<file path="src/rtl/exception_ctrl.sv">
// exception_ctrl: prioritised, maskable multi-source exception controller.
// It sequences handler entry and return with a four-state machine
// (IDLE -> TAKE -> HANDLER -> RET -> IDLE). It also holds the ELR, ESR and
// EMASK system registers behind a software read/write port.
//
// Ports
//   clk, reset           clock; synchronous active-low reset
//   ExcReq[NSRC]         level request lines, bit i reports code i+1
//   ERet                 return-from-exception seen this cycle
//   PCSrc                branch taken this cycle
//   NextPC_F             PC+4 of the current instruction
//   PCBranch_E           branch target of the current instruction
//   sr_we/sr_sel/sr_wdata  system-register write port (0 ELR, 1 ESR, 2 EMASK)
//   EProc, EVAddr_F      fetch redirect request and target
//   ExcAck               one-cycle pulse in the entry (TAKE) cycle
//   InHandler            high in TAKE and HANDLER
//   readData3_E          selected system register, zero-extended
module exception_ctrl #(
  parameter int             N       = 64,
  parameter int             NSRC    = 4,
  parameter logic [N-1:0]   VBASE   = N'('hD8),
  parameter logic [N-1:0]   VSTRIDE = N'(8)
) (
  input  logic            clk,
  input  logic            reset,
  input  logic [NSRC-1:0] ExcReq,
  input  logic            ERet,
  input  logic            PCSrc,
  input  logic [N-1:0]    NextPC_F,
  input  logic [N-1:0]    PCBranch_E,
  input  logic            sr_we,
  input  logic [1:0]      sr_sel,
  input  logic [N-1:0]    sr_wdata,
  output logic            EProc,
  output logic [N-1:0]    EVAddr_F,
  output logic            ExcAck,
  output logic            InHandler,
  output logic [N-1:0]    readData3_E
);

  typedef enum logic [1:0] {IDLE, TAKE, HANDLER, RET} state_t;

  state_t          state, state_nx;
  logic [NSRC-1:0] pending, emask;
  logic [N-1:0]    elr;
  logic [3:0]      esr;

  logic [NSRC-1:0] elig, win_oh;
  logic [3:0]      win_code;
  logic            take;

  // Lowest eligible index wins. The one-hot form clears pending; the code
  // goes into ESR.
  assign elig   = pending & emask;
  assign win_oh = elig & (~elig + NSRC'(1));

  always_comb begin
    win_code = 4'd0;
    for (int i = NSRC - 1; i >= 0; i--)
      if (elig[i]) win_code = 4'(i + 1);
  end

  always_comb begin
    state_nx    = state;
    take        = 1'b0;
    EProc       = 1'b0;
    EVAddr_F    = '0;
    ExcAck      = 1'b0;
    InHandler   = 1'b0;
    case (state)
      IDLE: if (|elig) begin
        state_nx = TAKE;
        take     = 1'b1;
      end
      TAKE: begin
        state_nx  = HANDLER;
        EProc     = 1'b1;
        EVAddr_F  = VBASE + N'(esr) * VSTRIDE;
        ExcAck    = 1'b1;
        InHandler = 1'b1;
      end
      HANDLER: begin
        InHandler = 1'b1;
        if (ERet) state_nx = RET;
      end
      RET: begin
        state_nx = IDLE;
        EProc    = 1'b1;
        EVAddr_F = elr;
      end
      default: state_nx = IDLE;
    endcase
    // Hold outputs quiet while reset is asserted, even before the first edge.
    if (!reset) begin
      EProc     = 1'b0;
      EVAddr_F  = '0;
      ExcAck    = 1'b0;
      InHandler = 1'b0;
    end
  end

  always_ff @(posedge clk) begin
    if (!reset) begin
      state   <= IDLE;
      pending <= '0;
      elr     <= '0;
      esr     <= '0;
      emask   <= '1;
    end else begin
      state   <= state_nx;
      pending <= (pending | ExcReq) & ~(take ? win_oh : '0);
      // An entry capture takes priority over a software ELR/ESR write.
      if (take) begin
        elr <= PCSrc ? PCBranch_E : NextPC_F;
        esr <= win_code;
      end else if (sr_we) begin
        if (sr_sel == 2'd0) elr <= sr_wdata;
        if (sr_sel == 2'd1) esr <= sr_wdata[3:0];
      end
      if (sr_we && sr_sel == 2'd2) emask <= sr_wdata[NSRC-1:0];
    end
  end

  always_comb begin
    case (sr_sel)
      2'd0:    readData3_E = elr;
      2'd1:    readData3_E = N'(esr);
      2'd2:    readData3_E = N'(emask);
      default: readData3_E = '0;
    endcase
  end

endmodule

</file>
<file path="config.mk">
export PLATFORM = sky130hd
export DESIGN_NAME = exception_ctrl
export DESIGN_NICKNAME = d
export VERILOG_FILES = /design/src/rtl/exception_ctrl.sv
export SDC_FILE = /design/constraint.sdc
export NUM_CORES = 1
export LEC_CHECK = 0
export ABC_AREA = 1
export CAP_MARGIN = 20
export CORE_AREA = 2 2 130 132
export DETAILED_ROUTE_END_ITERATION = 8
export DIE_AREA = 0 0 132 134
export GPL_TIMING_DRIVEN = 0
export PLACE_DENSITY = 0.74
export SLEW_MARGIN = 0
export SYNTH_ARGS = -nofsm -noshare
export SYNTH_HDL_FRONTEND = slang
export SYNTH_SLANG_ARGS = --single-unit
export TNS_END_PERCENT = 1
</file>
<file path="constraint.sdc">
create_clock -name clk -period 2.1 [get_ports clk]
set_input_delay 0.525 -clock clk [delete_from_list [all_inputs] [get_ports clk]]
set_output_delay 0.525 -clock clk [all_outputs]
set_load 0.03 [all_outputs]
</file>
==> results of run 1 <==
## routing by layer
metal / global-route usage, % / up-vias / routed length (µm)
met2: 45.11 / 260 / 11690
met1: 33.83 / 3251 / 10460
li1: - / 3723 / -
met4: 9.601 / 0 / 584
met5: 0 / - / 0
met3: 5.707 / 32 / 1462
## worst max path at each step
stage	depth (start not counted)	end
3_5_place_dp	6	EVAddr_F[20]
2_1_floorplan	4	EVAddr_F[5]
5_1_grt	6	readData3_E[53]
6_report	6	readData3_E[44]
4_1_cts	6	readData3_E[44]
3_3_place_gp	6	EVAddr_F[20]
## Yosys cell counts
master	n
buf_1	3
buf_4	11
nand2_1	288
buf_2	15
o211ai_1	4
o21ai_1	40
inv_1	153
o21ai_4	1
nor2_1	255
dfxtp_1	78
inv_2	2
o21ai_0	99
o21bai_1	1
nand2_2	2
o22ai_1	6
clkbuf_1	33
ha_1	5
nand3_1	14
a21oi_1	6
xor2_1	1
## power by group through the flow
stage | logic [µW] | clock network (µW) | registers, µW
2_1_floorplan | 3510 | 0 | 2320
3_3_place_gp | 5340 | 0 | 2400
3_5_place_dp | 5380 | 0 | 2410
4_1_cts | 5350 | 1780 | 2400
5_1_grt | 6040 | 1840 | 2480
6_report | 5450 | 1750 | 2410
## area by class of cell
type	instances	area share, %
antenna	1	0.02694
tap	220	2.963
sequential	78	16.84
buffer	62	5.266
clock buffer	13	2.909
inverter	155	6.290
multi-input combinational	722	33.12
timing repair buffer	333	31.89
clock inverter	3	0.7003
## registers in the layout (all words and copies together) (netlist names)
| name | flops |
|---|---|
| emask | 4 |
| elr | 64 |
| state | 2 |
| pending | 4 |
| esr | 4 |
## worst max-delay path, cell delays in order
cell,delay (ps)
dlygate4sd2_1,300
nor2_4,170
inv_4,110
clkbuf_16,200
nor2_1,110
buf_4,180
## stage by stage
stage	util (%)	power, µW
6_report	57.03	9604
2_1_floorplan	-	5829
4_1_cts	56.43	9535
3_5_place_dp	55.52	7798
3_3_place_gp	55.52	7735
5_1_grt	57.03	10360
## logic make-up after synthesis
kind of cell | synth area share [%]
DFF | 28.68
buffers and inverters | 16.06
and+or+nand+nor | 38.95
xor gates and xnor gates | 0.1609
AOI/OAI and AO/OA | 15.00
adders and majority gates | 1.149
## cells in the final DEF (no fill, tap or decap)
| master | count |
|---|---|
| inv_1 | 152 |
| dlygate4sd2_1 | 2 |
| buf_2 | 41 |
| dfxtp_2 | 2 |
| nand2_1 | 286 |
| o21bai_1 | 1 |
| clkdlybuf4s15_2 | 1 |
| clkbuf_4 | 6 |
| nor2_4 | 3 |
| ha_1 | 5 |
| inv_2 | 2 |
| xor2_1 | 1 |
| o21ai_4 | 1 |
| nand2_2 | 4 |
| clkbuf_1 | 22 |
| o22ai_1 | 6 |
| clkdlybuf4s50_1 | 198 |
| clkbuf_8 | 5 |
| bufinv_16 | 2 |
| dfxtp_1 | 76 |
| clkbuf_16 | 15 |
| nor2_1 | 236 |
| diode_2 | 1 |
| buf_8 | 2 |
| o21ai_0 | 99 |
| o211ai_1 | 4 |
| inv_4 | 1 |
| o21ai_1 | 40 |
| a21oi_1 | 6 |
| buf_4 | 107 |
| buf_6 | 9 |
| clkinv_2 | 1 |
| nor2_2 | 16 |
| nand3_1 | 14 |
## what timing repair did
item / CTS / global route
pin swaps: 1 / 0
buffers inserted: 1 / 0
setup endpoints to repair: 131 / 127
gates resized for setup: 769 / 123
==> summary.md, run 1 <==
| Metric | Value |
|---|---|
| Outcome | complete, but fails checks |
| Failing checks | negative setup slack |
| Clk root buf | clkbuf_16 |
| R2r startpoint | state[1] |
| Synthesized area | between 0.005 and 0.006 mm² |
| Dpl cell area | 0.009044 mm² |
| Synth Warn # | 0 |
| P per Cell Area | 1034 mW/mm² |
| Routed wire length | 24200 µm |
| Reg area | between 0.0015 and 0.002 mm² |
| Placed cells | roughly 1600 |
| Startpoint types | input pin |
| Antenna viol nets, final | 0 |
| Synth cell types | 20 |
| Peak supply drop | roughly 0.00057 V |
| Post-Syn Instances | between 1000 and 1500 |
| Post-DP HPWL | between 15000 and 20000 µm |
| GRT overflow | 0 |
| Inserted Clock Buffers | 9 |
| Wire per inst | ~15 µm |
| Iteration-0 DRC count of the detailed router | ~400 |
| Hold crit path type | register to register |
| Global-route wire length before repair | 37250 µm |
| Unrepaired setup endpoints after global routing | yes |
| Net Sw Frac | between 40 and 50% |
| Clk_skew | roughly 4.2 ps |
| RePlAce Congestion | between 0.9 and 1 |
| Full die area | approximately 0.018 mm² |
| Place WS | -1624 ps |
| Layout Nets | ~1600 |
| Boundary Pins | approximately 330 |
| Die X | 132 µm |
| Vias after detailed routing | 7266 |
| R2R setup slack | around 250 ps |
| Hold Path Origin | elr[50] |
| Vias/cell | approximately 4.6 |
| Relative max-transition margin | roughly 65% |
| Final Hold Vio Count | 0 |
| Measured slew at the worst slew-check pin | roughly 520 ps |
| Register share of total power | between 20% and 30% |
| Final WS setup | -29.05 ps |
| Die Y | about 130 µm |
| CTS tree | done |
| Synth Net Count | between 1000 and 1500 |
| Yosys reg bits | between 70 and 80 |
| LEAKAGE | around 0.0047 µW |
| # fillers | 1691 |
| # port buffers | 332 |
| Post-route DRC | 0 |
| Slew Limit Fails | 0 |
| Skew-Pair Late Insertion Delay | 340 ps |
| Fmax | about 470 MHz |
| CP required | around 1600 ps |
| Pin count of the biggest net entering global routing | 13 |
| Final Cell Area | ~0.0093 mm² |
| Number of global-route vias before repair | around 7000 |
| P&R area growth vs syn | 70.61% |
| CTS sink count | around 80 |
| CP endpoint kind | output pin |
| Setup_tns | -189.5 ps |
| Worst Setup SP | sr_sel[0] |
| Top post-synthesis cells by area | dfxtp_1 29%, nand2_1 20%, nor2_1 18%, inv_1 11%, o21ai_0 9.1% |
| Cts hold-fix bufs | 0 |
| Initial antenna violation count | 1 |
| Critical Path AT | approximately 1600 ps |
| Cell count of the worst reg-to-reg path | 8 |
| Layout cell share with drive strength beyond 1 | around 16% |
| Top-area cell type share of the netlist area | approximately 29% |
| Initial core utilization | about a third |
| Clock power frac | a little under a fifth |
| Setup-failing EPs final | 17 |
| WHS Endpoint | elr[50] |
| DR pass1 iterations | 5 |
| Post-Syn Area per Cell | approximately 5.4 µm² |
| Minimum clock period after layout | 2129 ps |
| Core area | 0.01629 mm² |
| Multi-input gate area | a little over 0.003 mm² |
| Post-synth top area cell | dfxtp_1 |
| Reg-to-reg endpoint | elr[7] |
| Logic gate share of total power | 56.7% |
| Internal power | ~5100 µW |
| Path type of the worst setup path | input pin to output pin |
| GR Util All Layers | 26.77% |
| Sw Pwr | 4475 µW |
| Hold slack | 501.4 ps |
| Tcrit/Tclk final | 101.4% |
| Hold depth | 2 |
| Fin cells | between 1500 and 2000 |
| Worst-case clock buffer depth | 2 |
| H-tree levels | 3 |
| Maxcap violations | 0 |
| Crit Path Max Fanout | 10 |
| Sequential share of the synthesized area | ~29% |
| Reg clk slew, reported paths | around 60 ps |
| FP Rows | 47 |
Power figures use the tool's default switching activity.
==> run 2: changes to the inputs <==
CTS_CLUSTER_SIZE = 40   (was not set)
==> results of run 2 <==
Final layout, timing and power as in run 1 (identical DEF).
